**src/rtl/cacheline_adaptor_pkg.sv**
```systemverilog
// Shared types and helpers for the cache-line to physical-memory burst adaptor.
package cacheline_adaptor_pkg;

    typedef enum logic [1:0] {
        ST_IDLE  = 2'd0,
        ST_READ  = 2'd1,
        ST_WRITE = 2'd2,
        ST_DONE  = 2'd3
    } state_e;

    localparam int unsigned DEF_LINE_WIDTH = 256;
    localparam int unsigned DEF_BUS_WIDTH  = 32;
    localparam int unsigned DEF_ADDR_WIDTH = 32;

    // Byte address of a beat within a line; callers narrow the result to their address width.
    function automatic logic [63:0] beat_addr(input logic [63:0] base,
                                              input logic [31:0] beat,
                                              input logic [31:0] bus_bytes);
        return base + 64'(beat * bus_bytes);
    endfunction

endpackage

```
**src/rtl/line_beat_buffer.sv**
```systemverilog
// Line-wide data/mask register with a per-beat gather write port and a per-beat scatter read mux.
module line_beat_buffer
    import cacheline_adaptor_pkg::*;
#(
    parameter int unsigned LINE_WIDTH = DEF_LINE_WIDTH,
    parameter int unsigned BUS_WIDTH  = DEF_BUS_WIDTH
) (
    input  logic                                          clk,
    input  logic                                          rst,
    input  logic                                          i_load,
    input  logic [LINE_WIDTH-1:0]                         i_line,
    input  logic [LINE_WIDTH/8-1:0]                       i_mask,
    input  logic                                          i_slice_we,
    input  logic [$clog2(LINE_WIDTH/BUS_WIDTH)-1:0]       i_beat,
    input  logic [BUS_WIDTH-1:0]                          i_slice,
    input  logic [$clog2(LINE_WIDTH/BUS_WIDTH)-1:0]       i_sel,
    output logic [LINE_WIDTH-1:0]                         o_gathered_c,
    output logic [BUS_WIDTH-1:0]                          o_sel_data_c,
    output logic [BUS_WIDTH/8-1:0]                        o_sel_mask_c
);

    localparam int unsigned BUS_BYTES = BUS_WIDTH / 8;

    logic [LINE_WIDTH-1:0]   r_line;
    logic [LINE_WIDTH/8-1:0] r_mask;
    logic [LINE_WIDTH-1:0]   w_gathered;

    // Current line with the incoming beat merged in, so the final beat can go straight to the cache.
    always_comb begin
        w_gathered = r_line;
        if (i_slice_we) begin
            w_gathered[i_beat*BUS_WIDTH +: BUS_WIDTH] = i_slice;
        end
    end

    always_ff @(posedge clk) begin
        if (rst) begin
            r_line <= '0;
            r_mask <= '0;
        end else if (i_load) begin
            r_line <= i_line;
            r_mask <= i_mask;
        end else if (i_slice_we) begin
            r_line <= w_gathered;
        end
    end

    assign o_gathered_c = w_gathered;
    assign o_sel_data_c = r_line[i_sel*BUS_WIDTH +: BUS_WIDTH];
    assign o_sel_mask_c = r_mask[i_sel*BUS_BYTES +: BUS_BYTES];

endmodule

```
**src/rtl/cacheline_burst_adaptor.sv**
```systemverilog
// Converts one line-wide cache read/write into BEATS bus transfers, with a single-cycle completion pulse.
module cacheline_burst_adaptor
    import cacheline_adaptor_pkg::*;
#(
    parameter int unsigned LINE_WIDTH = DEF_LINE_WIDTH,
    parameter int unsigned BUS_WIDTH  = DEF_BUS_WIDTH,
    parameter int unsigned ADDR_WIDTH = DEF_ADDR_WIDTH
) (
    input  logic                      clk,
    input  logic                      rst,
    input  logic [ADDR_WIDTH-1:0]     ca_address,
    input  logic                      ca_read,
    input  logic                      ca_write,
    input  logic [LINE_WIDTH-1:0]     ca_wdata,
    input  logic [LINE_WIDTH/8-1:0]   ca_byte_enable,
    output logic [LINE_WIDTH-1:0]     ca_rdata,
    output logic                      ca_resp,
    output logic [ADDR_WIDTH-1:0]     pmem_address,
    output logic                      pmem_read,
    output logic                      pmem_write,
    output logic [BUS_WIDTH-1:0]      pmem_wdata,
    output logic [BUS_WIDTH/8-1:0]    pmem_byte_enable,
    input  logic [BUS_WIDTH-1:0]      pmem_rdata,
    input  logic                      pmem_resp
);

    localparam int unsigned BEATS      = LINE_WIDTH / BUS_WIDTH;
    localparam int unsigned BEAT_W     = $clog2(BEATS);
    localparam int unsigned BUS_BYTES  = BUS_WIDTH / 8;
    localparam int unsigned LINE_BYTES = LINE_WIDTH / 8;
    localparam logic [BEAT_W-1:0] LAST_BEAT = BEAT_W'(BEATS - 1);

    state_e                  r_state, w_state_nxt;
    logic [BEAT_W-1:0]       r_beat, w_beat_nxt, w_sel;
    logic [ADDR_WIDTH-1:0]   r_base, w_base_nxt, r_addr, w_addr_nxt, w_line_base;
    logic                    r_rd, w_rd_nxt, r_wr, w_wr_nxt, r_resp, w_resp_nxt;
    logic [BUS_WIDTH-1:0]    r_wdata, w_wdata_nxt, w_sel_data;
    logic [BUS_BYTES-1:0]    r_be, w_be_nxt, w_sel_mask;
    logic [LINE_WIDTH-1:0]   r_rdata, w_rdata_nxt, w_gathered;
    logic                    w_load, w_slice_we;

    assign w_line_base = ca_address & ~ADDR_WIDTH'(LINE_BYTES - 1);
    assign w_sel       = r_beat + BEAT_W'(1);

    line_beat_buffer #(
        .LINE_WIDTH (LINE_WIDTH),
        .BUS_WIDTH  (BUS_WIDTH)
    ) u_buf (
        .clk          (clk),
        .rst          (rst),
        .i_load       (w_load),
        .i_line       (ca_wdata),
        .i_mask       (ca_byte_enable),
        .i_slice_we   (w_slice_we),
        .i_beat       (r_beat),
        .i_slice      (pmem_rdata),
        .i_sel        (w_sel),
        .o_gathered_c (w_gathered),
        .o_sel_data_c (w_sel_data),
        .o_sel_mask_c (w_sel_mask)
    );

    // Next-state and next registered outputs; strobes stay high until the final acknowledge.
    always_comb begin
        w_state_nxt = r_state;
        w_beat_nxt  = r_beat;
        w_base_nxt  = r_base;
        w_addr_nxt  = r_addr;
        w_rd_nxt    = r_rd;
        w_wr_nxt    = r_wr;
        w_resp_nxt  = 1'b0;
        w_wdata_nxt = r_wdata;
        w_be_nxt    = r_be;
        w_rdata_nxt = r_rdata;
        w_load      = 1'b0;
        w_slice_we  = 1'b0;
        case (r_state)
            ST_IDLE: begin
                if (ca_write || ca_read) begin
                    w_load     = 1'b1;
                    w_base_nxt = w_line_base;
                    w_addr_nxt = w_line_base;
                    w_beat_nxt = '0;
                    if (ca_write) begin
                        w_state_nxt = ST_WRITE;
                        w_wr_nxt    = 1'b1;
                        w_wdata_nxt = ca_wdata[BUS_WIDTH-1:0];
                        w_be_nxt    = ca_byte_enable[BUS_BYTES-1:0];
                    end else begin
                        w_state_nxt = ST_READ;
                        w_rd_nxt    = 1'b1;
                    end
                end
            end
            ST_READ, ST_WRITE: begin
                if (pmem_resp) begin
                    w_slice_we = (r_state == ST_READ);
                    if (r_beat == LAST_BEAT) begin
                        w_state_nxt = ST_DONE;
                        w_beat_nxt  = '0;
                        w_rd_nxt    = 1'b0;
                        w_wr_nxt    = 1'b0;
                        w_resp_nxt  = 1'b1;
                        if (r_state == ST_READ) begin
                            w_rdata_nxt = w_gathered;
                        end
                    end else begin
                        w_beat_nxt = w_sel;
                        w_addr_nxt = ADDR_WIDTH'(beat_addr(64'(r_base), 32'(w_sel), BUS_BYTES));
                        if (r_state == ST_WRITE) begin
                            w_wdata_nxt = w_sel_data;
                            w_be_nxt    = w_sel_mask;
                        end
                    end
                end
            end
            ST_DONE: w_state_nxt = ST_IDLE;
            default: w_state_nxt = ST_IDLE;
        endcase
    end

    always_ff @(posedge clk) begin
        if (rst) begin
            r_state <= ST_IDLE;
            r_beat  <= '0;
            r_base  <= '0;
            r_addr  <= '0;
            r_rd    <= 1'b0;
            r_wr    <= 1'b0;
            r_resp  <= 1'b0;
            r_wdata <= '0;
            r_be    <= '0;
            r_rdata <= '0;
        end else begin
            r_state <= w_state_nxt;
            r_beat  <= w_beat_nxt;
            r_base  <= w_base_nxt;
            r_addr  <= w_addr_nxt;
            r_rd    <= w_rd_nxt;
            r_wr    <= w_wr_nxt;
            r_resp  <= w_resp_nxt;
            r_wdata <= w_wdata_nxt;
            r_be    <= w_be_nxt;
            r_rdata <= w_rdata_nxt;
        end
    end

    assign ca_rdata         = r_rdata;
    assign ca_resp          = r_resp;
    assign pmem_address     = r_addr;
    assign pmem_read        = r_rd;
    assign pmem_write       = r_wr;
    assign pmem_wdata       = r_wdata;
    assign pmem_byte_enable = r_be;

endmodule

```
**config.mk**
```make
export PLATFORM = sky130hd
export DESIGN_NAME = cacheline_burst_adaptor
export DESIGN_NICKNAME = d
export VERILOG_FILES = /design/src/rtl/cacheline_adaptor_pkg.sv /design/src/rtl/line_beat_buffer.sv /design/src/rtl/cacheline_burst_adaptor.sv
export SDC_FILE = /design/constraint.sdc
export NUM_CORES = 1
export LEC_CHECK = 0
export ABC_AREA = 0
export BUFFER_PORTS_ARGS = -buffer_cell sky130_fd_sc_hd__buf_2
export CORE_MARGIN = 2
export CORE_UTILIZATION = 30
export DETAILED_ROUTE_END_ITERATION = 16
export PLACE_DENSITY = 0.5
export SLEW_MARGIN = 20
export SYNTH_ARGS = -nofsm -noshare
export SYNTH_HDL_FRONTEND = slang
export SYNTH_SLANG_ARGS = --single-unit
```
**constraint.sdc**
```tcl
create_clock -name clk -period 3 [get_ports clk]
set_input_delay 0.75 -clock clk [delete_from_list [all_inputs] [get_ports clk]]
set_output_delay 0.75 -clock clk [all_outputs]
set_load 0.03 [all_outputs]
```
**After elaboration in Yosys (flattened, before gate mapping)**

Cells that the tools add are included.

- Equality and inequality tests: 11
- Mux-type cells: 42
- Reduce and logical (&&, ||, !) cells: 14
- Bitwise gates (word level): 2
- Add/subtract/negate cells: 3
- Shifts and indexed selects: 4

Operators by type and width:

| cell | count |
|---|---|
| 256-bit two-way mux | 3 |
| 256-bit bitwise mux | 1 |
| 32-bit two-way mux | 8 |
| 32-bit by 34-bit variable shift with 256-bit output, first input constant | 1 |
| 256-bit by 9-bit indexed part select with 32-bit output | 1 |
| 32-bit by 34-bit indexed part select with 256-bit output | 1 |
| 32-bit one-hot mux with 2 select lines | 2 |
| 8-bit negation with 34-bit output | 1 |
| 32-bit by 5-bit adder with 32-bit output | 1 |
| 32-bit by 6-bit indexed part select with 4-bit output | 1 |
| 4-bit two-way mux | 5 |
| 2-bit inequality test, second input constant | 7 |
| 1-bit two-way mux | 11 |
| 5-bit AND reduction | 2 |
| 3-bit two-way mux | 3 |
| 2-bit two-way mux | 4 |
| 4-bit one-hot mux with 2 select lines | 1 |
| 4-bit AND reduction | 2 |
| 2-bit one-hot mux with 3 select lines | 1 |
| 3-bit one-hot mux with 2 select lines | 1 |
| 3-bit AND reduction | 2 |
| 6-bit AND reduction | 1 |
| 2-bit equality test, second input constant | 2 |
| 1-bit one-hot mux with 2 select lines | 2 |
| other kinds (10) | 12 |

- Output and inout bits: 327
- Register bits: 647
- Word-level logic and storage cells: 88

**Longest topological paths before layout**

Gate-level depths: netlist of the first run.

- Word-level depth: 6
- Mapped depth: 10
- Gate-level depth less buffers: 7

**Hierarchy**

Synthesis of the first run repeated with hierarchy kept, for this count alone.

- Cells, all modules: 4,264
- Area, all modules: 35,207.5 um2

Modules (own cells, without submodules):

| module | area an instance (um2) | instances | cells each |
|---|---|---|---|
| line_beat_buffer | 22,051.1 | 1 | 2,686 |
| cacheline_burst_adaptor | 13,156.4 | 1 | 1,578 |

**Worst setup path before layout of the first run**

No wires, ideal clock.

- Kind: reg-to-reg
- Start point: register r_beat[0]
- End point: register r_rdata[218] (netlist: ca_rdata[218])
- Data required time: 2.897 ns
- Arrival time: 2.220 ns
- Cell stages (with the launch flop): 11
- Slack: 0.676 ns
- Period minus slack after synthesis: 2.324 ns
- Path through: dfxtp_1 > buf_6 > inv_1 > ha_1 > ha_1 > nand2b_1 > nor3_4 > buf_4 > buf_2 > nor3_1 > a2111oi_2

- Cells in the longest elaborated chain, start to end: 4
- Elaborated cells between the ends (all ways): 7
- Classes of those cells: 1 x add/sub; 1 x eq/ne; 2 x shift; 2 x mux; 1 x reduce/logical

Ends and longest elaborated chain:

| element | line | text |
|---|---|---|
| start, declared | cacheline_burst_adaptor.sv:34 | `logic [BEAT_W-1:0] r_beat, w_beat_nxt, w_sel;` |
| start signal, assigned | cacheline_burst_adaptor.sv:136 | `r_beat <= w_beat_nxt;` |
| 8-bit negation with 34-bit output | line_beat_buffer.sv:32 | `w_gathered[i_beat*BUS_WIDTH +: BUS_WIDTH] = i_slice;` |
| 32-bit by 34-bit indexed part select with 256-bit output or 32-bit by 34-bit variable shift with 256-bit output (tied branches) | line_beat_buffer.sv:32 |  |
| 256-bit bitwise mux | line_beat_buffer.sv:32 |  |
| 256-bit two-way mux | line_beat_buffer.sv:31 | `if (i_slice_we) begin` |
| end signal, assigned | cacheline_burst_adaptor.sv:144 | `r_rdata <= w_rdata_nxt;` |
| end, declared | cacheline_burst_adaptor.sv:39 | `logic [LINE_WIDTH-1:0] r_rdata, w_rdata_nxt, w_gathered;` |

Parallel ways exist; a longest one is shown, timed or not.
A chain may end at the register's enable or synchronous reset.

**Worst setup path after layout of the first run**

- Start point: register r_beat[0]
- End point: register r_wdata[13] (netlist: pmem_wdata[13])

- Cells in the longest elaborated chain, start to end: 6
- Elaborated cells between the ends (all ways): 9
- Classes of those cells: 1 x add/sub; 2 x eq/ne; 1 x shift; 4 x mux; 1 x reduce/logical

Ends and longest elaborated chain:

| element | line | text |
|---|---|---|
| 3-bit by 1-bit adder with 3-bit output | cacheline_burst_adaptor.sv:43 | `assign w_sel = r_beat + BEAT_W'(1);` |
| 256-bit by 9-bit indexed part select with 32-bit output | line_beat_buffer.sv:49 | `assign o_sel_data_c = r_line[i_sel*BUS_WIDTH +: BUS_WIDTH];` |
| 32-bit two-way mux | cacheline_burst_adaptor.sv:110 | `if (r_state == ST_WRITE) begin` |
| 32-bit two-way mux | cacheline_burst_adaptor.sv:98 | `if (r_beat == LAST_BEAT) begin` |
| 32-bit two-way mux | cacheline_burst_adaptor.sv:96 | `if (pmem_resp) begin` |
| 32-bit one-hot mux with 2 select lines | cacheline_burst_adaptor.sv:77 | `case (r_state)` |
| end signal, assigned | cacheline_burst_adaptor.sv:142 | `r_wdata <= w_wdata_nxt;` |
| end, declared | cacheline_burst_adaptor.sv:37 | `logic [BUS_WIDTH-1:0] r_wdata, w_wdata_nxt, w_sel_data;` |

Parallel ways exist; a longest one is shown, timed or not. The select of a mux whose other input is x is not followed.

==> key figures, run 1 <==
Pwr
  – Pwr dens: just over 900 nW/µm²
  – Peak VDD IR: 0.576 mV
  – Leakage power: around 14 nW

Clocking
  – CTS tree: done
  – Post-CTS sizing: 0
  – Skew-Pair Late Insertion Delay: 0.66 ns
  – Reg clk slew, reported paths: 0.06 ns
  – Clock Tree Root: clkbuf_16
  – Setup Fix Bufs, Post-CTS: 0
  – CTS buffer count: 79
  – H-tree Lvls: 3
  – Total clock sinks: 645
  – Hold_buf cts: 0
  – Longest Clk Path Bufs: 3

Setup path
  – Maximum fanout along the worst path: 50
  – CP startpoint: r_beat[0]$_SDFFE_PP0P_
  – Reg2reg setup slack: ~0.37 ns
  – Crit end category: flip-flop
  – CP Data Required Time: 3.51 ns
  – Critical path class: reg2reg
  – Worst reg2reg endpoint: pmem_wdata[13]$_SDFFE_PP0P_
  – Crit path DAT: about 3.1 ns
  – Worst setup SP type: flip-flop
  – RR Startpoint: r_beat[0]$_SDFFE_PP0P_
  – Reg2Reg Depth: 5

Floorplan
  – Core area: around 93000 µm²
  – Die height: around 310 µm
  – Io pins: 684
  – Die area: 96800 µm²
  – Starting Density: 30.3%
  – Chip width: 311 µm
  – Std cell rows: between 100 and 150

STA
  – Setup TNS: 0 ns
  – Fmax: 0.381 GHz
  – Final hold violations: 0
  – Endpoints failing setup: 0
  – Final min period: 2.63 ns
  – Final Max Slew Viols: 0
  – Worst hold margin: 0.352 ns
  – RSZ-0062 raised after global routing: false
  – Post-route setup slack: approximately 0.37 ns
  – Max Clock Skew: 0.0273 ns
  – Fin crit share: 87.5%
  – Actual slew at the worst max-slew pin: 0.809 ns
  – Slew Limit Headroom: 45.9%

Final layout
  – Area Growth Syn to Fin: 28.0%
  – Leading cell type in the layout, fill and taps excluded: nor2_1
  – Share of post-route cells with drive strength above 1: a little under a third
  – Final core utilization: 38.7%
  – Final nets: roughly 4000
  – Commonest cells after routing, fill and taps aside: nor2_1 (681), buf_2 (675), dfxtp_1 (644)

Global routing
  – Gr ovfl total: 0
  – Gr usage total: between 20% and 30%
  – Vias in the first global route: 26131
  – Largest net degree at the start of global routing: 92
  – First-pass GRT wire length: 186000 µm
  – Antenna violations before repair: 33

Worst hold path
  – Hold endpoint: u_buf.r_mask[21]$_SDFFE_PP0P_
  – Worst Hold Class: in2reg
  – Worst hold path cell count: 3
  – Hold Startpoint: ca_byte_enable[21]

Synthesis
  – Cell Area, Synth: roughly 28000 µm²
  – Main flop type after synthesis: dfxtp_1
  – Gate Count Post-Synth: 3083
  – Top cell type by total area after synthesis: dfxtp_1
  – Syn_area_per_cell: between 9 and 10 µm²
  – YS warnings: 0
  – Top-area cell type share of the netlist area: 45.6%
  – Ys async rst share: 0%
  – Largest cells by area after synthesis: dfxtp_1 (46%), a211oi_1 (9.2%), nor2_1 (9.0%), mux2i_1 (6.9%), mux2_2 (5.5%)
  – Post-synth EDFFs: 0
  – Unique cell type count in the Yosys netlist: 53
  – Sequential fraction of the synthesis area: 45.6%
  – Post-synthesis register bit count: 645

Placed design
  – GP Congestion: 0.876
  – Port buffer count: 676
  – Pre-CTS worst setup slack: 0.312 ns
  – Hpwl dp: 98200 µm

Route
  – Vias per cell: 5.35
  – Routed vias: 26567
  – Pre-Repair DR Iteration Count: 6
  – Wire length per cell: roughly 26 µm
  – Final wirelength: 131000 µm
  – ANT nets after route: 0
  – DR DRC count: 0
  – DRT iter0 DRCs: approximately 1900

Outcome
  – Status: complete, no violations

Flow run
  – # Max-Cap Violations: 0
-- sequential cells by signal, indices dropped and copies added, names as in the netlist --
signal            cells
pmem_address         30
pmem_byte_enable      4
pmem_wdata           32
pmem_read             1
u_buf.r_line        256
pmem_write            1
ca_rdata            256
r_beat                3
r_base               27
u_buf.r_mask         32
ca_resp               1
r_state               2
-- cell type report --
cell class	instances	area, µm²
Fill cell	9662	57300
Sequential cell	645	12900
Tap cell	1254	1570
Clock buffer	123	2440
Inverter	6	22.5
Antenna cell	6	15.0
Clock inverter	22	216
Multi-Input combinational cell	2118	14100
Timing Repair Buffer	794	4950
-- synthesized netlist by cell type (8+ instances only) --
cell         n
a2111oi_0  114
a2111oi_1   50
a2111oi_2   28
a211oi_1   347
a21oi_1    137
a222oi_1    32
a22oi_1     35
a311oi_1    36
and2_1      32
buf_1       16
buf_2       51
buf_4       25
clkbuf_1   219
dfxtp_1    645
ha_1         8
mux2_2     137
mux2i_1    196
nand2_1    125
nor2_1     682
nor3_1     101
-- cell families after synthesis --
| family | count (synthesis) | synth area share (%) |
|---|---|---|
| AOI/OAI and AO/OA | 803 | 22.5 |
| adders and majority gates | 8 | 0.354 |
| buffers and inverters | 321 | 4.92 |
| DFF | 645 | 45.6 |
| muxes | 333 | 12.4 |
| other | 1 | 0.0133 |
| and+or+nand+nor | 972 | 14.2 |
-- worst max-delay path: stages, from the launching register on --
cell	delay, ns
dfxtp_4	0.35
buf_4	0.49
buf_4	0.69
mux2_2	0.41
a222oi_1	0.30
a311oi_1	0.14
-- how the worst max path moves through the flow --
| stage | endpoint |
|---|---|
| final | pmem_wdata[13]$_SDFFE_PP0P_ |
| after global routing | ca_rdata[132]$_SDFFE_PP0P_ |
| after CTS | ca_rdata[128]$_SDFFE_PP0P_ |
| after detailed placement | ca_rdata[154]$_SDFFE_PP0P_ |
| after global placement | ca_rdata[157]$_SDFFE_PP0P_ |
| after floorplan | ca_rdata[218]$_SDFFE_PP0P_ |
-- report_power, final --
group          internal [mW]  total (mW)  switching [mW]  leakage [nW]
Clock                   5.73        9.77            4.05          1.31
Sequential              10.3        11.7            1.46          5.29
Combinational           4.24        12.3            8.04          7.61
-- layer usage --
metal  part of all wire, %  wire length (µm)  track usage [%]  vias up
met3                   7.1              9380             7.55      263
met2                    51             67600             47.6      897
met5                  0.26               336                0        -
met4                   4.5              5890             10.9       50
met1                    37             48200             28.0    12810
li1                      -                 -                -    12547
-- per-stage QoR --
stage,power (mW),cell area (µm²),std cells
CTS,34.0,36200,4962
floorplan,19.2,28300,3084
global route,35.5,36200,4963
finish,33.8,36200,4968
global placement,24.1,33500,4817
detailed placement,24.2,33500,4817
(Power assumes the default switching activity.)
==> run 2, diff against run 1 <==
--- a/config.mk
+++ b/config.mk
@@ -7,6 +7,7 @@
 export LEC_CHECK = 0
 export ABC_AREA = 0
 export BUFFER_PORTS_ARGS = -buffer_cell sky130_fd_sc_hd__buf_2
+export CORE_ASPECT_RATIO = 1.2
 export CORE_MARGIN = 2
 export CORE_UTILIZATION = 30
 export DETAILED_ROUTE_END_ITERATION = 16
==> run 2 against run 1 <==
Effect of this change:
- register-to-register slack worse by 0.07 ns
- critical path depth is 3 higher
- sequential power hardly changed
- first-iteration DRC count is 12% lower
- hold slack worse by 0.0058 ns
- cell area is 1.0% lower
- sequential share of layout area is 0.36 points higher
- routed wire length is 2.1% higher
- setup slack worse by 0.069 ns
- core utilization is 0.43 points lower
- global-route usage is 0.64 points higher
- clock skew is 0.0033 ns lower
- largest power group unchanged
==> key figures, run 2 (same netlist as run 1, synthesis figures left out) <==
Global routing
  – Vias in the first global route: 26312
  – Antenna violations before repair: 35
  – First-pass GRT wire length: 189000 µm
  – Gr usage total: a little over a quarter
  – Gr ovfl total: 0
  – Largest net degree at the start of global routing: 89

STA
  – Slew Limit Headroom: 53.4%
  – Fmax: ~0.37 GHz
  – Actual slew at the worst max-slew pin: 0.699 ns
  – Post-route setup slack: 0.306 ns
  – Setup TNS: 0 ns
  – Final hold violations: 0
  – Endpoints failing setup: 0
  – RSZ-0062 raised after global routing: false
  – Final min period: 2.69 ns
  – Final Max Slew Viols: 0
  – Fin crit share: between 80% and 90%
  – Max Clock Skew: 0.0240 ns

Setup path
  – Max incr delay on CP: around 0.57 ns
  – Reg2reg setup slack: 0.31 ns
  – Crit path capture: ca_rdata[69]$_SDFFE_PP0P_
  – Crit-path leading delay family: adder cells
  – CP max-delay cell: ha_4
  – CP Data Required Time: around 3.5 ns
  – CP dominant cell by count: buf_12
  – Reg2Reg Depth: 8
  – Maximum fanout along the worst path: 32
  – RR Startpoint: r_beat[1]$_SDFFE_PP0P_
  – Worst setup SP type: flip-flop
  – CP startpoint: r_beat[1]$_SDFFE_PP0P_
  – Sequence of cells on the critical path: inv_1 > ha_4 > nand2_1 > nor3_4 > buf_12 > buf_12 > nor3_1 > a2111oi_0
  – Crit path DAT: about 3.2 ns
  – WP depth: 8
  – Worst reg2reg endpoint: ca_rdata[69]$_SDFFE_PP0P_
  – Crit end category: flip-flop
  – Critical path class: reg2reg
  – WP buf/inv: 3

Pwr
  – Pwr dens: 944 nW/µm²
  – Peak VDD IR: 0.621 mV
  – Leakage power: 14.0 nW

Route
  – Routed vias: 26415
  – DRT iter0 DRCs: 1703
  – ANT nets after route: 0
  – Wire length per cell: ~27 µm
  – Vias per cell: 5.35
  – Final wirelength: approximately 130000 µm
  – Pre-Repair DR Iteration Count: 8
  – DR DRC count: 0

Clocking
  – CTS tree: done
  – Post-CTS sizing: 0
  – Skew-Pair Late Insertion Delay: roughly 0.64 ns
  – Reg clk slew, reported paths: 0.06 ns
  – CTS buffer count: 75
  – H-tree Lvls: 3
  – Total clock sinks: 645
  – Hold_buf cts: 0
  – Longest Clk Path Bufs: 3
  – Setup Fix Bufs, Post-CTS: 0
  – Clock Tree Root: clkbuf_16

Final layout
  – Final nets: 3988
  – Area Growth Syn to Fin: 26.7%
  – Final core utilization: 38.3%
  – Leading cell type in the layout, fill and taps excluded: nor2_1
  – Share of post-route cells with drive strength above 1: 29.7%
  – Commonest cells after routing, fill and taps aside: nor2_1 (681), buf_2 (675), dfxtp_1 (644)

Flow run
  – # Max-Cap Violations: 0

Outcome
  – Status: complete, no violations

Worst hold path
  – Worst Hold Class: in2reg

Floorplan
  – Die area: 96800 µm²
  – Starting Density: a little under a third
  – Chip width: about 280 µm
  – Std cell rows: 123
  – Die height: 340 µm
  – Core area: 93600 µm²
  – Io pins: 684

Placed design
  – Pre-CTS worst setup slack: 0.337 ns
  – Port buffer count: between 600 and 700
  – Hpwl dp: 100000 µm
  – GP Congestion: 0.858
==> run 2: changes by cell type in the layout (fill, tap and decap cells not counted) <==
cell       previous run  this run
inv_6                 4         2
clkinv_2              9        13
bufinv_16             1         6
buf_4                64        57
buf_12               54        44
clkbuf_1             16        13
inv_16                1         4
clkbuf_16            81        76
clkinv_16             1         0
clkbuf_8             26        15
clkinv_4              2         1
diode_2               6         8
==> run 2: worst min-delay path by stage <==
stage	from	to	slack [ns]	cells past startpoint
after floorplan	u_buf.r_mask[11]$_SDFFE_PP0P_	u_buf.r_mask[11]$_SDFFE_PP0P_	0.43	2
after global placement	r_base[20]$_SDFFE_PP0P_	r_base[20]$_SDFFE_PP0P_	0.44	2
after detailed placement	u_buf.r_mask[26]$_SDFFE_PP0P_	u_buf.r_mask[26]$_SDFFE_PP0P_	0.44	2
after CTS	ca_byte_enable[9]	u_buf.r_mask[9]$_SDFFE_PP0P_	0.30	3
after global routing	ca_byte_enable[4]	u_buf.r_mask[4]$_SDFFE_PP0P_	0.33	3
final	ca_byte_enable[9]	u_buf.r_mask[9]$_SDFFE_PP0P_	0.35	3
==> run 2: layout make-up <==
cell class                 instances  area (µm²)
multi-input combinational       2118       14100
clock inverter                    30         390
sequential                       645       12900
inverter                           6        22.5
antenna                            8        20.0
timing repair buffer             777        4700
fill                            9791       57700
tap                             1250        1560
clock buffer                     104        2160
==> run 2: stage by stage <==
stage               total power [mW]  instances  instance area [µm²]  hold slack [ns]
global placement                24.3       4796                33300            0.441
global route                    35.6       4931                35800            0.327
CTS                             34.2       4930                35800            0.303
finish                          33.8       4938                35800            0.347
floorplan                       19.2       3084                28300            0.433
detailed placement              24.4       4796                33300            0.444
==> run 2: layer usage <==
layer | vias up | GRT usage [%] | routed length, µm
li1 | 12466 | - | -
met1 | 12785 | 27.6 | 48000
met2 | 860 | 49.1 | 69300
met3 | 260 | 7.43 | 9260
met4 | 44 | 13.8 | 7430
met5 | - | 0 | 251
==> run 2: where the power goes <==
part	internal, mW	switching [mW]	total (mW)	leakage [nW]
Clock	5.60	4.05	9.65	1.26
Sequential	10.3	1.51	11.8	5.29
Combinational	4.25	8.17	12.4	7.50
Total	20.1	13.7	33.8	14.0
==> run 2: worst register-to-register path: cells and delay by family (launching register included) <==
| kind | cells | cell delay [ns] |
|---|---|---|
| buffers and inverters | 3 | 0.58 |
| AND/OR/NAND/NOR | 3 | 0.56 |
| adder cells (fa/ha/maj) | 1 | 0.57 |
| AO/OA/AOI/OAI | 1 | 0.40 |
| flip-flops | 1 | 0.45 |
==> run 3, diff against run 2 <==
--- a/config.mk
+++ b/config.mk
@@ -10,6 +10,7 @@
 export CORE_ASPECT_RATIO = 1.2
 export CORE_MARGIN = 2
 export CORE_UTILIZATION = 30
+export CTS_BUF_LIST = sky130_fd_sc_hd__clkbuf_16
 export DETAILED_ROUTE_END_ITERATION = 16
 export PLACE_DENSITY = 0.5
 export SLEW_MARGIN = 20
==> run 3 against run 2 <==
Effect of this change:
- sequential share of layout area up 0.15 points
- via count about the same
- critical path depth unchanged
- setup slack better by 0.020 ns
- register-to-register slack better by 0.02 ns
- count of clock-buffer cells in the layout down 28
- critical endpoint is now ca_rdata[194]$_SDFFE_PP0P_
- largest cell class unchanged
==> key figures, run 3 (same netlist as run 1, synthesis figures left out) <==
Outcome
  – Status: complete, no violations

Setup path
  – Reg2Reg Depth: 8
  – Crit path capture: ca_rdata[194]$_SDFFE_PP0P_
  – Critical path class: reg2reg
  – Crit end category: flip-flop
  – Worst reg2reg endpoint: ca_rdata[194]$_SDFFE_PP0P_
  – Max incr delay on CP: 0.57 ns
  – CP max-delay cell: ha_4
  – Reg2reg setup slack: 0.33 ns
  – RR Startpoint: r_beat[1]$_SDFFE_PP0P_
  – Maximum fanout along the worst path: 48
  – CP Data Required Time: 3.49 ns
  – Worst setup SP type: flip-flop
  – Sequence of cells on the critical path: inv_1 > ha_4 > nand2b_1 > nor3_4 > buf_12 > buf_12 > nor3_1 > a2111oi_0
  – CP dominant cell by count: buf_12
  – Crit path DAT: 3.17 ns
  – CP startpoint: r_beat[1]$_SDFFE_PP0P_

STA
  – Final min period: about 2.7 ns
  – Endpoints failing setup: 0
  – Fin crit share: 89.1%
  – Final Max Slew Viols: 0
  – Actual slew at the worst max-slew pin: 0.690 ns
  – Final hold violations: 0
  – Slew Limit Headroom: 54.0%
  – Setup TNS: 0 ns
  – Fmax: between 0.3 and 0.4 GHz
  – Max Clock Skew: 0.0270 ns
  – RSZ-0062 raised after global routing: false

Global routing
  – Vias in the first global route: 26339
  – Antenna violations before repair: 32
  – Gr ovfl total: 0
  – Gr usage total: a little over a quarter
  – Largest net degree at the start of global routing: 89
  – First-pass GRT wire length: roughly 190000 µm

Floorplan
  – Std cell rows: 123
  – Starting Density: between 30 and 40%
  – Die height: 340 µm
  – Core area: between 90000 and 100000 µm²
  – Io pins: 684
  – Die area: 96800 µm²
  – Chip width: about 280 µm

Route
  – Routed vias: 26416
  – ANT nets after route: 0
  – Final wirelength: 134000 µm
  – Pre-Repair DR Iteration Count: 8
  – DRT iter0 DRCs: roughly 1600
  – Vias per cell: 5.35
  – DR DRC count: 0
  – Wire length per cell: ~27 µm

Placed design
  – Hpwl dp: 100000 µm
  – GP Congestion: around 0.86
  – Port buffer count: 676
  – Dpl cells: ~4800

Pwr
  – Leakage power: approximately 14 nW
  – Pwr dens: 935 nW/µm²
  – Total power: between 30 and 40 mW
  – Peak VDD IR: 0.620 mV

Final layout
  – Final nets: ~4000
  – Final std cells w/o fill: 4939
  – Commonest cells after routing, fill and taps aside: nor2_1 (681), buf_2 (675), dfxtp_1 (644)
  – Filler Cells Inserted: around 9800
  – FF+latch area: 12900 µm²
  – Area of the multi-input gates: 14100 µm²
  – Area Growth Syn to Fin: 26.2%
  – Leading cell type in the layout, fill and taps excluded: nor2_1
  – Share of post-route cells with drive strength above 1: 29.3%

Flow run
  – # Max-Cap Violations: 0

Clocking
  – H-tree Lvls: 3
  – Post-CTS sizing: 0
  – CTS tree: done
  – Total clock sinks: 645
  – Skew-Pair Late Insertion Delay: 0.64 ns
  – Clock Tree Root: clkbuf_16
  – Reg clk slew, reported paths: 0.06 ns
  – Setup Fix Bufs, Post-CTS: 0
  – Hold_buf cts: 0
  – CTS buffer count: 75
  – Longest Clk Path Bufs: 3

Worst hold path
  – Worst Hold Class: in2reg
[run 3: power by group]
group / switching (mW) / leakage (nW) / internal (mW) / total, mW
sequential: 1.51 / 5.29 / 10.3 / 11.8
combinational: 8.17 / 7.50 / 4.24 / 12.4
clock: 4.01 / 1.22 / 5.17 / 9.18
total: 13.7 / 14.0 / 19.7 / 33.4
[run 3: how the worst min path moves through the flow]
stage / from / to / slack [ns] / depth (start not counted)
after floorplan: u_buf.r_mask[11]$_SDFFE_PP0P_ / u_buf.r_mask[11]$_SDFFE_PP0P_ / 0.43 / 2
after global placement: r_base[20]$_SDFFE_PP0P_ / r_base[20]$_SDFFE_PP0P_ / 0.44 / 2
after detailed placement: u_buf.r_mask[26]$_SDFFE_PP0P_ / u_buf.r_mask[26]$_SDFFE_PP0P_ / 0.44 / 2
after CTS: ca_byte_enable[9] / u_buf.r_mask[9]$_SDFFE_PP0P_ / 0.30 / 3
after global routing: ca_byte_enable[4] / u_buf.r_mask[4]$_SDFFE_PP0P_ / 0.32 / 3
final: ca_byte_enable[7] / u_buf.r_mask[7]$_SDFFE_PP0P_ / 0.34 / 3
[run 3: worst max-delay path, delay by kind of cell, from the launching register on]
family	cells	cell delay [ns]
buffers and inverters	3	0.55
flip-flops	1	0.45
AO/OA/AOI/OAI	1	0.35
adder cells (fa/ha/maj)	1	0.57
AND/OR/NAND/NOR	3	0.61
[run 3: through the flow]
step / worst slack, ns / cell area (µm²) / utilization [%] / hold slack, ns
detailed placement: 0.337 / 33300 / 35.6 / 0.444
finish: 0.326 / 35700 / 38.2 / 0.343
global placement: 0.376 / 33300 / 35.6 / 0.441
CTS: 0.295 / 35700 / 38.1 / 0.301
floorplan: 0.676 / 28300 / - / 0.433
global route: 0.0691 / 35700 / 38.1 / 0.325
[run 3: metal layers]
layer	track usage [%]	wire length (µm)
met1	27.6	47700
met4	14.2	7860
met3	7.40	9380
met5	0	236
met2	49.0	68900
[run 3: cell type report]
type | count | area share (%)
Antenna cell | 9 | 0.0631
Clock buffer | 76 | 5.33
Clock inverter | 58 | 1.39
Inverter | 6 | 0.0631
Multi-Input combinational cell | 2118 | 39.4
Sequential cell | 645 | 36.2
Tap cell | 1250 | 4.38
Timing Repair Buffer | 777 | 13.2
